`src/rtl/timer_pkg.sv`:
```
// Shared definitions for the interval timer: FSM state codes and default width.
package timer_pkg;

  localparam int DEF_WIDTH = 4;

  localparam logic [1:0] ST_IDLE = 2'd0;
  localparam logic [1:0] ST_RUN  = 2'd1;
  localparam logic [1:0] ST_DONE = 2'd2;

endpackage

```
`src/rtl/up_counter_en.sv`:
```
// Generic WIDTH-bit up counter; sync clear, sync zero-load, count enable.
// Priority: clear > zero_i > en_i. Output is the state register itself.
module up_counter_en
  import timer_pkg::*;
#(
  parameter int WIDTH = DEF_WIDTH
) (
  input  logic             clk,
  input  logic             clear,
  input  logic             zero_i,
  input  logic             en_i,
  output logic [WIDTH-1:0] count_o
);

  localparam logic [WIDTH-1:0] ONE = {{(WIDTH-1){1'b0}}, 1'b1};

  logic [WIDTH-1:0] count_q;
  logic [WIDTH-1:0] count_d;

  always_comb begin
    count_d = count_q;
    if (zero_i) begin
      count_d = '0;
    end else if (en_i) begin
      count_d = count_q + ONE;
    end
  end

  always_ff @(posedge clk) begin
    if (clear) begin
      count_q <= '0;
    end else begin
      count_q <= count_d;
    end
  end

  assign count_o = count_q;

endmodule

```
`src/rtl/interval_timer_ctrl.sv`:
```
// Interval timer sequencer: start/stop FSM over up_counter_en, one-shot or
// periodic tick at the programmed limit, with registered busy/done/err status.
module interval_timer_ctrl
  import timer_pkg::*;
#(
  parameter int WIDTH = DEF_WIDTH
) (
  input  logic             clk,
  input  logic             clear,
  input  logic             start,
  input  logic             stop,
  input  logic             periodic,
  input  logic [WIDTH-1:0] limit,
  output logic             busy,
  output logic             tick,
  output logic             done,
  output logic             err,
  output logic [WIDTH-1:0] count
);

  logic [1:0]       state_q, state_d;
  logic [WIDTH-1:0] limit_q, limit_d;
  logic             periodic_q, periodic_d;
  logic             busy_q, busy_d;
  logic             tick_q, tick_d;
  logic             done_q, done_d;
  logic             err_q, err_d;
  logic             cnt_zero;
  logic             cnt_en;
  logic [WIDTH-1:0] cnt_val;

  up_counter_en #(
    .WIDTH (WIDTH)
  ) u_cnt (
    .clk     (clk),
    .clear   (clear),
    .zero_i  (cnt_zero),
    .en_i    (cnt_en),
    .count_o (cnt_val)
  );

  always_comb begin
    state_d    = state_q;
    limit_d    = limit_q;
    periodic_d = periodic_q;
    tick_d     = 1'b0;
    err_d      = 1'b0;
    cnt_zero   = 1'b0;
    cnt_en     = 1'b0;

    case (state_q)
      ST_IDLE: begin
        cnt_zero = 1'b1;
        if (!stop && start) begin
          if (limit != '0) begin
            limit_d    = limit;
            periodic_d = periodic;
            state_d    = ST_RUN;
          end else begin
            err_d = 1'b1;
          end
        end
      end

      ST_RUN: begin
        // stop is checked first so an abort on the terminal cycle never ticks
        if (stop) begin
          state_d  = ST_IDLE;
          cnt_zero = 1'b1;
        end else if (cnt_val == limit_q) begin
          tick_d = 1'b1;
          if (periodic_q) begin
            cnt_zero = 1'b1;
          end else begin
            state_d = ST_DONE;
          end
        end else begin
          cnt_en = 1'b1;
        end
      end

      ST_DONE: begin
        if (stop) begin
          state_d  = ST_IDLE;
          cnt_zero = 1'b1;
        end else if (start) begin
          if (limit != '0) begin
            limit_d    = limit;
            periodic_d = periodic;
            cnt_zero   = 1'b1;
            state_d    = ST_RUN;
          end else begin
            err_d = 1'b1;
          end
        end
      end

      default: begin
        state_d  = ST_IDLE;
        cnt_zero = 1'b1;
      end
    endcase

    busy_d = (state_d == ST_RUN);
    done_d = (state_d == ST_DONE);
  end

  always_ff @(posedge clk) begin
    if (clear) begin
      state_q    <= ST_IDLE;
      limit_q    <= '0;
      periodic_q <= 1'b0;
      busy_q     <= 1'b0;
      tick_q     <= 1'b0;
      done_q     <= 1'b0;
      err_q      <= 1'b0;
    end else begin
      state_q    <= state_d;
      limit_q    <= limit_d;
      periodic_q <= periodic_d;
      busy_q     <= busy_d;
      tick_q     <= tick_d;
      done_q     <= done_d;
      err_q      <= err_d;
    end
  end

  assign busy  = busy_q;
  assign tick  = tick_q;
  assign done  = done_q;
  assign err   = err_q;
  assign count = cnt_val;

endmodule

```
`config.mk`:
```
export PLATFORM = sky130hd
export DESIGN_NAME = interval_timer_ctrl
export DESIGN_NICKNAME = d
export VERILOG_FILES = /design/src/rtl/timer_pkg.sv /design/src/rtl/up_counter_en.sv /design/src/rtl/interval_timer_ctrl.sv
export SDC_FILE = /design/constraint.sdc
export NUM_CORES = 1
export LEC_CHECK = 0
export CAP_MARGIN = 0
export CORE_ASPECT_RATIO = 0.9
export CORE_UTILIZATION = 41
export CTS_BUF_LIST = sky130_fd_sc_hd__clkbuf_4
export DETAILED_ROUTE_END_ITERATION = 8
export PLACE_DENSITY = 0.66
export SETUP_SLACK_MARGIN = 0.5
export SLEW_MARGIN = 25
export SYNTH_ARGS = -nofsm -noshare
export SYNTH_HDL_FRONTEND = slang
export SYNTH_SLANG_ARGS = --single-unit
```
`constraint.sdc`:
```
create_clock -name clk -period 2.81 [get_ports clk]
set_input_delay 0.4215 -clock clk [delete_from_list [all_inputs] [get_ports clk]]
set_output_delay 0.4215 -clock clk [all_outputs]
set_load 0.005 [all_outputs]
```
==> metrics.md, run 1 <==
| Metric | Value |
|---|---|
| Run status | `complete, no violations` |
| Starting DRC count in detailed routing | `22` |
| Post-route antenna net violation count | `0` |
| Worst endpoint required time | `3.04 ns` |
| Endpoint of the worst hold-timing path | `limit_q[3]` |
| Buffering stage count on the worst path with inverters included | `1` |
| Num CTS Buffers | `3` |
| Critical path peak fanout | `5` |
| H-tree levels | `1` |
| Number of setup violations in the final report | `0` |
| Post-synth top area share | `35.6%` |
| Power density over the cells | `421 nW/um2` |
| Routing usage on met2 | `27.3%` |
| Power Total | `441 uW` |
| Placer congestion estimate | `0.869` |
| Cells traversed along the worst timing path | `clkdlybuf4s50_1 > o41ai_4 > o221ai_1 > a21oi_1 > o211a_1` |
| Layout overhead on the synthesized area | `24.3%` |
| Total of hold buffers inserted after clock tree synthesis | `0` |
| Count of cells along the worst hold path | `2` |
| Clock root buffer | `sky130_fd_sc_hd__clkbuf_4` |
| Post-cts repair resize count | `0` |
| Maximum clock skew at final layout | `0.00738 ns` |
| Biggest area consumer among synthesized cells | `sky130_fd_sc_hd__dfxtp_1` |
| FF-to-FF Start | `state_q[0]` |
| Gr usage total | `18.3%` |
| Leading post-synthesis cells by cell area | `sky130_fd_sc_hd__dfxtp_1, sky130_fd_sc_hd__ha_1, sky130_fd_sc_hd__mux2i_1` |
| WL final | `1.71 mm` |
| Critical path launch point type | `input pin` |
| Number of buffers between clock root and the deepest sink | `2` |
| Final Non-Filler Cells | `129` |
| Pin count of the biggest net entering global routing | `11` |
| Clk sink count | `15` |
| Endpoint of the worst register-to-register path | `busy` |
| Top flip-flop cell by instance count after synthesis | `sky130_fd_sc_hd__dfxtp_1` |
| Tmin final | `1.85 ns` |
| Number of nets in the final layout | `119` |
| Cell type of the slowest stage on the worst timing path | `sky130_fd_sc_hd__o41ai_4` |
| Starting utilization of the core area | `43.6%` |
| Antenna violations before repair | `0` |
| YS warnings | `0` |
| Instance count after placement with tap cells included | `125` |
| RSZ-0062 raised after global routing | `false` |
| Post-synthesis area per instance | `9.69 um2` |
| Number of global-route vias before repair | `656` |
| Gr busiest metal | `met2` |
| Setup slack of the most critical reg-to-reg path | `1.06 ns` |
| Critical Path Sink Type | `flop` |
| Number of hold violations in the final report | `0` |
| Top cells by instance count after synthesis | `sky130_fd_sc_hd__dfxtp_1, sky130_fd_sc_hd__nor2_1, sky130_fd_sc_hd__mux2i_1` |
| Count of state elements after synthesis | `15` |
| Fraction of final layout cells sized beyond drive strength 1 | `14.4%` |
| Diodes inserted | `0` |
| Std cell rows | `15` |
| Crit path arrival time | `2.08 ns` |
| Leak Pwr | `0.000363 uW` |
| Upper clock frequency limit | `542 MHz` |
| Delay of the slowest cell on the worst path | `0.57 ns` |
| Netlist area before placement | `843 um2` |
| Number of buffers inserted to repair setup after CTS | `0` |
| Class of the most critical setup path | `input pin to flop` |
| Slew Limit Headroom | `68.2%` |
| Count of input and output buffers | `16` |
| Worst min-delay path class | `flop to flop` |
| First-pass detailed-route iteration total | `4` |
| Maximum ir drop on the vdd rail | `0.276 mV` |
| Number of enable flip-flop cells after synthesis | `0` |
| Synthesized net count | `101` |
| Clk pin slew, worst setup/hold paths | `0.10 ns` |
| Core Footprint | `1930 um2` |
| Width of the die | `49.8 um` |
| Vias post-DR | `724` |
| TritonCTS clock tree | `built` |
| Slew at the pin closest to its max-slew limit | `0.475 ns` |
| HPWL after DPL | `1.33 mm` |
| GR met3 Demand/Resource | `4.38%` |
| Count of cells along the worst register-to-register path | `6` |
| Category of cells accounting for the largest share of critical-path delay | `compound AO/OA/AOI/OAI gates` |
| Distinct cell type count after synthesis | `36` |
| Die extent in y | `45.0 um` |
| Hold WS | `0.530 ns` |
| Number of max-cap violations | `0` |
| Ratio of routed vias to standard cells | `5.61` |
| Final global-route overflow total | `0` |
| Final sum of negative setup slack | `0 ns` |
| Global-route wire length before repair | `2.94 mm` |
| Count of mapped cells out of synthesis | `87` |
| Pins Over Slew Limit | `0` |
| WL/cell | `13.3 um` |
| Share of synthesized flip-flops with an asynchronous set or reset | `0%` |
| Final routed DRC violation total | `0` |
| Overall die area | `2240 um2` |
| Proportion of synthesized chip area in sequential cells | `35.6%` |
| Met1 Usage GRT | `23.8%` |
| Final worst-path cycle share | `65.7%` |
| Top-level port count | `17` |
| Min-Delay Startpoint | `limit_q[3]` |
| Most common cell in the synthesized netlist | `sky130_fd_sc_hd__dfxtp_1` |
| End-of-flow core utilization | `54.2%` |
| Worst skew pair latency | `0.29 ns` |
where the power goes:
group	total (uW)	internal (uW)	switching, uW	leakage (uW)
registers	227	220	6.66	0.000122
clock network	126	52.9	72.7	0.0000177
logic	89.0	42.5	46.5	0.000223
total	441	316	126	0.000363
cell families after synthesis:
family	after synthesis	synth area share (%)
AO/OA/AOI/OAI	21	21.1
XOR/XNOR	5	5.19
adder cells (fa/ha/maj)	5	7.42
buffers and inverters	6	2.97
flip-flops	15	35.6
multiplexers	6	7.12
AND/OR/NAND/NOR	29	20.6
cell usage in the layout (no fill, tap or decap), types with 2 or more instances in the layout:
cell,synthesis,layout
sky130_fd_sc_hd__clkbuf_4,0,3
sky130_fd_sc_hd__ha_1,5,5
sky130_fd_sc_hd__dfxtp_1,15,15
sky130_fd_sc_hd__nand3_1,2,2
sky130_fd_sc_hd__nand2b_1,2,2
sky130_fd_sc_hd__mux2i_1,6,6
sky130_fd_sc_hd__a21oi_1,4,4
sky130_fd_sc_hd__nor3_1,2,2
sky130_fd_sc_hd__o21ai_0,2,2
sky130_fd_sc_hd__or2_2,2,2
sky130_fd_sc_hd__o21a_1,2,2
sky130_fd_sc_hd__nor2_1,10,10
sky130_fd_sc_hd__nand2_1,2,2
sky130_fd_sc_hd__xnor2_1,5,5
sky130_fd_sc_hd__clkdlybuf4s50_1,0,16
sky130_fd_sc_hd__inv_1,3,3
sky130_fd_sc_hd__or4_4,2,2
sky130_fd_sc_hd__o22ai_1,2,2
worst max path at each step:
stage	startpoint	end	slack, ns	cells after the start
final	limit[3]	done	0.96	5
after global routing	stop	u_cnt.count_o[1]	0.86	5
after CTS	limit[3]	done	0.97	5
after detailed placement	limit[3]	done	0.68	5
after global placement	limit[3]	busy	0.70	5
after floorplan	state_q[0]	busy	1.23	6
through the flow:
step	cell area [um2]	setup WS (ns)
final	1050	0.964
after global routing	1050	0.855
after global placement	1020	0.697
after detailed placement	1020	0.682
after CTS	1050	0.970
after floorplan	843	1.23
metal layers:
layer	share of wire [%]	up-vias
met4	2.6	0
met3	4.7	5
met5	0	-
met2	45	24
met1	48	337
li1	-	358
worst register-to-register path: stages (launching register included):
cell	delay [ns]
sky130_fd_sc_hd__dfxtp_1	0.42
sky130_fd_sc_hd__inv_1	0.12
sky130_fd_sc_hd__ha_1	0.27
sky130_fd_sc_hd__nor2b_1	0.17
sky130_fd_sc_hd__or2_2	0.32
sky130_fd_sc_hd__a311oi_1	0.26
sky130_fd_sc_hd__nor4_1	0.09
registers in the layout, summed over array words and instances (netlist names):
register,cells
u_cnt.count_o,4
tick,1
done,1
err,1
busy,1
periodic_q,1
state_q,2
limit_q,4
final cells by class:
type / count / area (um2)
Clock inverter: 1 / 5.00
Clock buffer: 3 / 22.5
Fill cell: 180 / 885
Multi-Input combinational cell: 66 / 518
Sequential cell: 15 / 300
Timing Repair Buffer: 16 / 160
Tap cell: 25 / 31.3
Inverter: 3 / 11.3
(Power assumes the default switching activity.)
==> run 2, diff against run 1 <==
==> constraint.sdc (replaced) <==
create_clock -name clk -period 1.9 [get_ports clk]
set_input_delay 0.285 -clock clk [delete_from_list [all_inputs] [get_ports clk]]
set_output_delay 0.285 -clock clk [all_outputs]
set_load 0.005 [all_outputs]
==> metrics.md, run 2 (synthesis results as in run 1) <==
| Metric | Value |
|---|---|
| Run status | `complete, no violations` |
| Final Non-Filler Cells | `144 (+12%)` |
| End-of-flow core utilization | `71.0% (+17 points)` |
| WL/cell | `15.2 um (+14%)` |
| Num CTS Buffers | `3 (unchanged)` |
| Top-level port count | `17 (unchanged)` |
| Fraction of final layout cells sized beyond drive strength 1 | `49.6% (+35 points)` |
| Critical path peak fanout | `4 (-1)` |
| Overall die area | `2240 um2 (unchanged)` |
| Clk sink count | `15 (unchanged)` |
| Number of nets in the final layout | `134 (+13%)` |
| Class of the most critical setup path | `flop to flop` |
| Cell type of the slowest stage on the worst timing path | `sky130_fd_sc_hd__dfxtp_4` |
| Layout overhead on the synthesized area | `62.8%` |
| Total of hold buffers inserted after clock tree synthesis | `0 (unchanged)` |
| Number of max-cap violations | `0 (unchanged)` |
| Clock power share | `26.3% (-2.2 points)` |
| Worst min-delay path class | `input pin to flop` |
| Critical Path Sink Type | `flop` |
| Number of global-route vias before repair | `764 (+16%)` |
| First-pass detailed-route iteration total | `6 (+2)` |
| Maximum clock skew at final layout | `0.00432 ns (-0.00306 ns)` |
| Placement Cell Area | `1050 um2 (+2.8%)` |
| Number of buffers between clock root and the deepest sink | `2 (unchanged)` |
| Final standard cell area without fillers | `1370 um2 (+31%)` |
| Clock root buffer | `sky130_fd_sc_hd__clkbuf_4` |
| Number of hold violations in the final report | `0 (unchanged)` |
| Fraction of power spent switching nets | `28.6% (+0.091 points)` |
| Count of input and output buffers | `16 (unchanged)` |
| Placer congestion estimate | `0.857 (-1.3%)` |
| Width of the die | `49.8 um (unchanged)` |
| Post-route antenna net violation count | `0 (unchanged)` |
| Pin count of the biggest net entering global routing | `9 (-2)` |
| Internal power | `523 uW (+66%)` |
| Slew at the pin closest to its max-slew limit | `0.348 ns (-0.127 ns)` |
| Final worst-path cycle share | `74.9%` |
| HPWL after DPL | `1.27 mm (-4.4%)` |
| Maximum ir drop on the vdd rail | `0.470 mV (+70%)` |
| Antenna violations before repair | `0 (unchanged)` |
| Global-route wire length before repair | `3.39 mm (+15%)` |
| Die extent in y | `45.0 um (unchanged)` |
| Ratio of routed vias to standard cells | `5.47 (-2.5%)` |
| Most common cell after layout, fill and taps aside | `sky130_fd_sc_hd__buf_4` |
| P_sw | `209 uW (+66%)` |
| WL final | `2.18 mm (+28%)` |
| Vias post-DR | `788 (+8.8%)` |
| Cells traversed along the worst timing path | `inv_4 > ha_4 > nand2b_4 > a41oi_1 > mux2i_1 > nor2_1` |
| Starting utilization of the core area | `43.6% (unchanged)` |
| H-tree levels | `1 (unchanged)` |
| Area of combinational cells with multiple inputs | `696 um2 (+34%)` |
| Tmin final | `1.42 ns` |
| Number of setup violations in the final report | `0 (unchanged)` |
| Pins Over Slew Limit | `0 (unchanged)` |
| Instance count after placement with tap cells included | `128 (+2.4%)` |
| Diodes inserted | `0 (unchanged)` |
| Worst endpoint required time | `2.07 ns (-0.97 ns)` |
| Gr usage total | `21.3% (+3.1 points)` |
| Footprint of the flip-flops and latches | `327 um2 (+8.7%)` |
| Final sum of negative setup slack | `0 ns (unchanged)` |
| Final global-route overflow total | `0 (unchanged)` |
| Slew Limit Headroom | `76.5% (+8.2 points)` |
| Crit path arrival time | `1.60 ns (-0.48 ns)` |
| Final routed DRC violation total | `0 (unchanged)` |
| Clk pin slew, worst setup/hold paths | `0.08 ns (-0.02 ns)` |
| Commonest cells after routing, fill and taps aside | `sky130_fd_sc_hd__buf_4, sky130_fd_sc_hd__nor2_1, sky130_fd_sc_hd__dlygate4sd2_1` |
| RSZ-0062 raised after global routing | `true` |
| Total of fill cells in the finished design | `154 (-14%)` |
| Leak Pwr | `0.000565 uW (+56%)` |
| Std cell rows | `15 (unchanged)` |
| Setup slack of the most critical reg-to-reg path | `0.48 ns (-0.58 ns)` |
| Delay of the slowest cell on the worst path | `0.38 ns (-0.19 ns)` |
| Core Footprint | `1930 um2 (unchanged)` |
| Starting DRC count in detailed routing | `12 (-45%)` |
| Relative contribution of sequential cells to total power | `45.8% (-5.6 points)` |
| Combinational fraction of design power | `27.9% (+7.7 points)` |
| Power density over the cells | `533 nW/um2 (+27%)` |
| Worst skew pair latency | `0.28 ns (about the same)` |
| Upper clock frequency limit | `702 MHz` |
| Critical path launch point type | `flop` |
| TritonCTS clock tree | `built` |
run 2: path summary, 6_finish.rpt:
path / endpoint / from / cells past startpoint
setup / recovery: u_cnt.count_o[1] / state_q[1] / 6
hold / removal: limit_q[3] / limit[3] / 3
setup reg to reg: u_cnt.count_o[1] / state_q[1] / 6
hold reg to reg: limit_q[1] / limit_q[1] / 2
run 2: final cells by class:
| type | instances | area share (%) |
|---|---|---|
| clock buffer | 4 | 2.19 |
| sequential | 15 | 23.8 |
| inverter | 3 | 1.19 |
| tap | 25 | 2.28 |
| multi-input combinational | 66 | 50.7 |
| timing repair buffer | 31 | 19.9 |
run 2: timing repair:
item,CTS,global route
setup buffers,12,0
pin swaps,10,12
endpoints found under the setup margin,18,16
resized for setup,34,26
hold endpoints to repair,0,0
run 2: layer usage:
metal	wire length, um	global-route usage (%)	vias to the layer above
li1	-	-	386
met1	964	25.0	373
met2	1080	34.6	22
met3	92	7.41	7
met4	43	12.0	0
met5	0	0	-
run 2: stage by stage:
step | power [uW] | hold WS (ns) | worst slack [ns]
after floorplan | 430 | 0.403 | 0.474
after global placement | 479 | 0.511 | -0.0801
after detailed placement | 480 | 0.515 | -0.115
after CTS | 715 | 0.468 | 0.486
after global routing | 770 | 0.344 | 0.442
final | 732 | 0.353 | 0.476
run 2: critical path, delay by kind of cell (launching register included):
kind	cells	cell delay (ns)
DFF	1	0.38
AOI/OAI and AO/OA	1	0.31
muxes	1	0.28
adders and majority gates	1	0.15
and+or+nand+nor	2	0.12
buffers and inverters	1	0.09
run 2: power groups by stage:
| stage | clock, uW | combinational, uW | sequential, uW |
|---|---|---|---|
| CTS | 203 | 180 | 332 |
| global placement | 0 | 135 | 344 |
| floorplan | 0 | 88.8 | 342 |
| detailed placement | 0 | 136 | 344 |
| finish | 192 | 204 | 336 |
| global route | 216 | 218 | 337 |
==> run 3, diff against run 2 <==
--- a/config.mk
+++ b/config.mk
@@ -10,7 +10,7 @@
 export CORE_UTILIZATION = 41
 export CTS_BUF_LIST = sky130_fd_sc_hd__clkbuf_4
 export DETAILED_ROUTE_END_ITERATION = 8
-export PLACE_DENSITY = 0.66
+export PLACE_DENSITY = 0.69
 export SETUP_SLACK_MARGIN = 0.5
 export SLEW_MARGIN = 25
 export SYNTH_ARGS = -nofsm -noshare
==> constraint.sdc (replaced) <==
create_clock -name clk -period 1.18 [get_ports clk]
set_input_delay 0.177 -clock clk [delete_from_list [all_inputs] [get_ports clk]]
set_output_delay 0.177 -clock clk [all_outputs]
set_load 0.005 [all_outputs]
==> metrics.md, run 3 (synthesis results as in run 1) <==
| Metric | Value |
|---|---|
| Run status | `finished, violations left` |
| Violations in the final reports | `setup timing` |
| Internal power | `893 uW (+71%)` |
| Vias post-DR | `891 (+13%)` |
| Fraction of final layout cells sized beyond drive strength 1 | `63.8% (+14 points)` |
| Fin worst setup slack | `-0.236 ns (-0.712 ns)` |
| HPWL after DPL | `1.69 mm (+32%)` |
| Buffering stage count on the worst path with inverters included | `0 (-1)` |
| Placer congestion estimate | `0.855 (-0.28%)` |
| P_sw | `378 uW (+80%)` |
| RSZ-0062 raised after global routing | `true` |
| Antenna violations before repair | `0 (unchanged)` |
| Layout overhead on the synthesized area | `84.1%` |
| First-pass detailed-route iteration total | `4 (-2)` |
| Clock root buffer | `sky130_fd_sc_hd__clkbuf_4` |
| Core Footprint | `1930 um2 (unchanged)` |
| Diodes inserted | `0 (unchanged)` |
| Final standard cell area without fillers | `1550 um2 (+13%)` |
| Critical Path Sink Type | `flop` |
| Power density over the cells | `818 nW/um2 (+53%)` |
| Relative contribution of sequential cells to total power | `42.8% (-3.0 points)` |
| Fraction of power spent switching nets | `29.7% (+1.1 points)` |
| Combinational fraction of design power | `31.0% (+3.1 points)` |
| Crit path arrival time | `1.65 ns (+0.05 ns)` |
| Number of nets in the final layout | `153 (+14%)` |
| Top-level port count | `17 (unchanged)` |
| Std cell rows | `15 (unchanged)` |
| Ratio of routed vias to standard cells | `5.47 (-0.11%)` |
| Post-route antenna net violation count | `0 (unchanged)` |
| Leak Pwr | `0.000607 uW (+7.4%)` |
| Delay of the slowest cell on the worst path | `0.51 ns (+0.13 ns)` |
| Clock power share | `26.2% (about the same)` |
| Width of the die | `49.8 um (unchanged)` |
| Global-route wire length before repair | `4.08 mm (+20%)` |
| Gr usage total | `25.7% (+4.4 points)` |
| Number of setup violations in the final report | `13 (+13)` |
| Slew Limit Headroom | `78.6% (+2.1 points)` |
| Maximum ir drop on the vdd rail | `0.567 mV (+21%)` |
| Number of global-route vias before repair | `838 (+9.7%)` |
| Worst endpoint required time | `1.41 ns (-0.66 ns)` |
| Final routed DRC violation total | `0 (unchanged)` |
| Starting utilization of the core area | `43.6% (unchanged)` |
| Placement Cell Area | `1280 um2 (+22%)` |
| Worst skew pair latency | `0.30 ns (+0.02 ns)` |
| Count of input and output buffers | `16 (unchanged)` |
| Count of cells along the worst hold path | `3 (unchanged)` |
| WL/cell | `15.8 um (+4.2%)` |
| Commonest cells after routing, fill and taps aside | `sky130_fd_sc_hd__buf_4, sky130_fd_sc_hd__buf_6, sky130_fd_sc_hd__nor2_1, sky130_fd_sc_hd__dfxtp_2, sky130_fd_sc_hd__mux2i_1` |
| Critical path peak fanout | `4 (unchanged)` |
| TritonCTS clock tree | `built` |
| Pins Over Slew Limit | `0 (unchanged)` |
| Pre-CTS setup slack | `-0.686 ns (-0.571 ns)` |
| Total of hold buffers inserted after clock tree synthesis | `0 (unchanged)` |
| Starting DRC count in detailed routing | `26 (+14)` |
| Number of buffers between clock root and the deepest sink | `2 (unchanged)` |
| H-tree levels | `1 (unchanged)` |
| Number of cells on the critical path | `4 (-2)` |
| Die extent in y | `45.0 um (unchanged)` |
| Clk pin slew, worst setup/hold paths | `0.09 ns (about the same)` |
| Critical path launch point type | `flop` |
| Slew at the pin closest to its max-slew limit | `0.319 ns (-0.0296 ns)` |
| Num CTS Buffers | `3 (unchanged)` |
| Worst min-delay path class | `input pin to flop` |
| Number of max-cap violations | `0 (unchanged)` |
| Overall die area | `2240 um2 (unchanged)` |
| Class of the most critical setup path | `flop to flop` |
| Tmin final | `1.42 ns (-0.00798 ns)` |
| Most common cell after layout, fill and taps aside | `sky130_fd_sc_hd__buf_4` |
| Cells traversed along the worst timing path | `xnor2_2 > and4_4 > or4_4 > a21oi_2` |
| Upper clock frequency limit | `706 MHz (+0.56%)` |
| Maximum clock skew at final layout | `0.00224 ns (-0.00208 ns)` |
| Count of cells along the worst register-to-register path | `4 (-2)` |
| Pin count of the biggest net entering global routing | `9 (unchanged)` |
| Clk sink count | `15 (unchanged)` |
| Category of cells accounting for the largest share of critical-path delay | `simple AND/OR/NAND/NOR gates` |
| Cell type of the slowest stage on the worst timing path | `sky130_fd_sc_hd__or4_4` |
| WL final | `2.58 mm (+18%)` |
| Final worst-path cycle share | `120% (+45 points)` |
| Number of hold violations in the final report | `0 (unchanged)` |
| Final global-route overflow total | `0 (unchanged)` |
run 3: cell types whose count changed in the layout (fill, tap and decap cells not counted), moves of 3 or more:
cell                             delta
sky130_fd_sc_hd__dlymetal6s2s_1     -4
sky130_fd_sc_hd__buf_6             +11
sky130_fd_sc_hd__dfxtp_2            +4
sky130_fd_sc_hd__buf_2              +3
sky130_fd_sc_hd__buf_4             +13
run 3: worst register-to-register path: stages (launching register included):
cell and delay [ns]:
sky130_fd_sc_hd__dfxtp_2 0.35, sky130_fd_sc_hd__xnor2_2 0.15, sky130_fd_sc_hd__and4_4 0.22, sky130_fd_sc_hd__or4_4 0.51
sky130_fd_sc_hd__a21oi_2 0.12
run 3: worst paths after layout:
check	slack, ns	endpoint	from
worst max-delay path	-0.24	u_cnt.count_o[3]	u_cnt.count_o[2]
worst min-delay path	0.37	limit_q[3]	limit[3]
worst max register to register	-0.24	u_cnt.count_o[3]	u_cnt.count_o[2]
worst min register to register	0.53	limit_q[2]	limit_q[2]
run 3: power by group through the flow:
| stage | clock [uW] | sequential, uW | combinational, uW |
|---|---|---|---|
| finish | 333 | 544 | 393 |
| global route | 362 | 547 | 420 |
| CTS | 341 | 539 | 354 |
| detailed placement | 0 | 554 | 301 |
| global placement | 0 | 554 | 295 |
| floorplan | 0 | 552 | 158 |
run 3: metrics by stage:
| step | std cells | utilization [%] | hold WS (ns) | power, uW | setup TNS, ns |
|---|---|---|---|---|---|
| final | 163 | 80.3 | 0.371 | 1270 | -1.89 |
| after global routing | 163 | 80.3 | 0.406 | 1330 | -2.68 |
| after CTS | 160 | 74.5 | 0.358 | 1230 | -1.75 |
| after detailed placement | 150 | 66.0 | 0.550 | 855 | -8.37 |
| after global placement | 150 | 66.0 | 0.535 | 849 | -8.04 |
| after floorplan | 87 | - | 0.295 | 710 | -1.53 |
run 3: cell type report:
cell class                 instances  area (um2)
clock buffer                       4        30.0
sequential                        15         324
multi-input combinational         66         722
inverter                           3        18.8
tap                               25        31.3
fill                             121         380
timing repair buffer              50         427
run 3: what timing repair did:
action                                  in CTS  in global routing
pin swaps                                    8                  5
cloned                                       0                  0
endpoints found under the setup margin      23                 23
resized for setup                           66                 17
setup buffers                                6                  3
hold endpoints to repair                     0                  0
run 3: metal layers:
| metal | global-route usage [%] | vias to the layer above | share of wire, % |
|---|---|---|---|
| met4 | 11.4 | 0 | 2.3 |
| met5 | 0 | - | 0 |
| met3 | 7.74 | 13 | 3.8 |
| met2 | 44.9 | 29 | 51 |
| li1 | - | 427 | - |
| met1 | 29.4 | 422 | 43 |
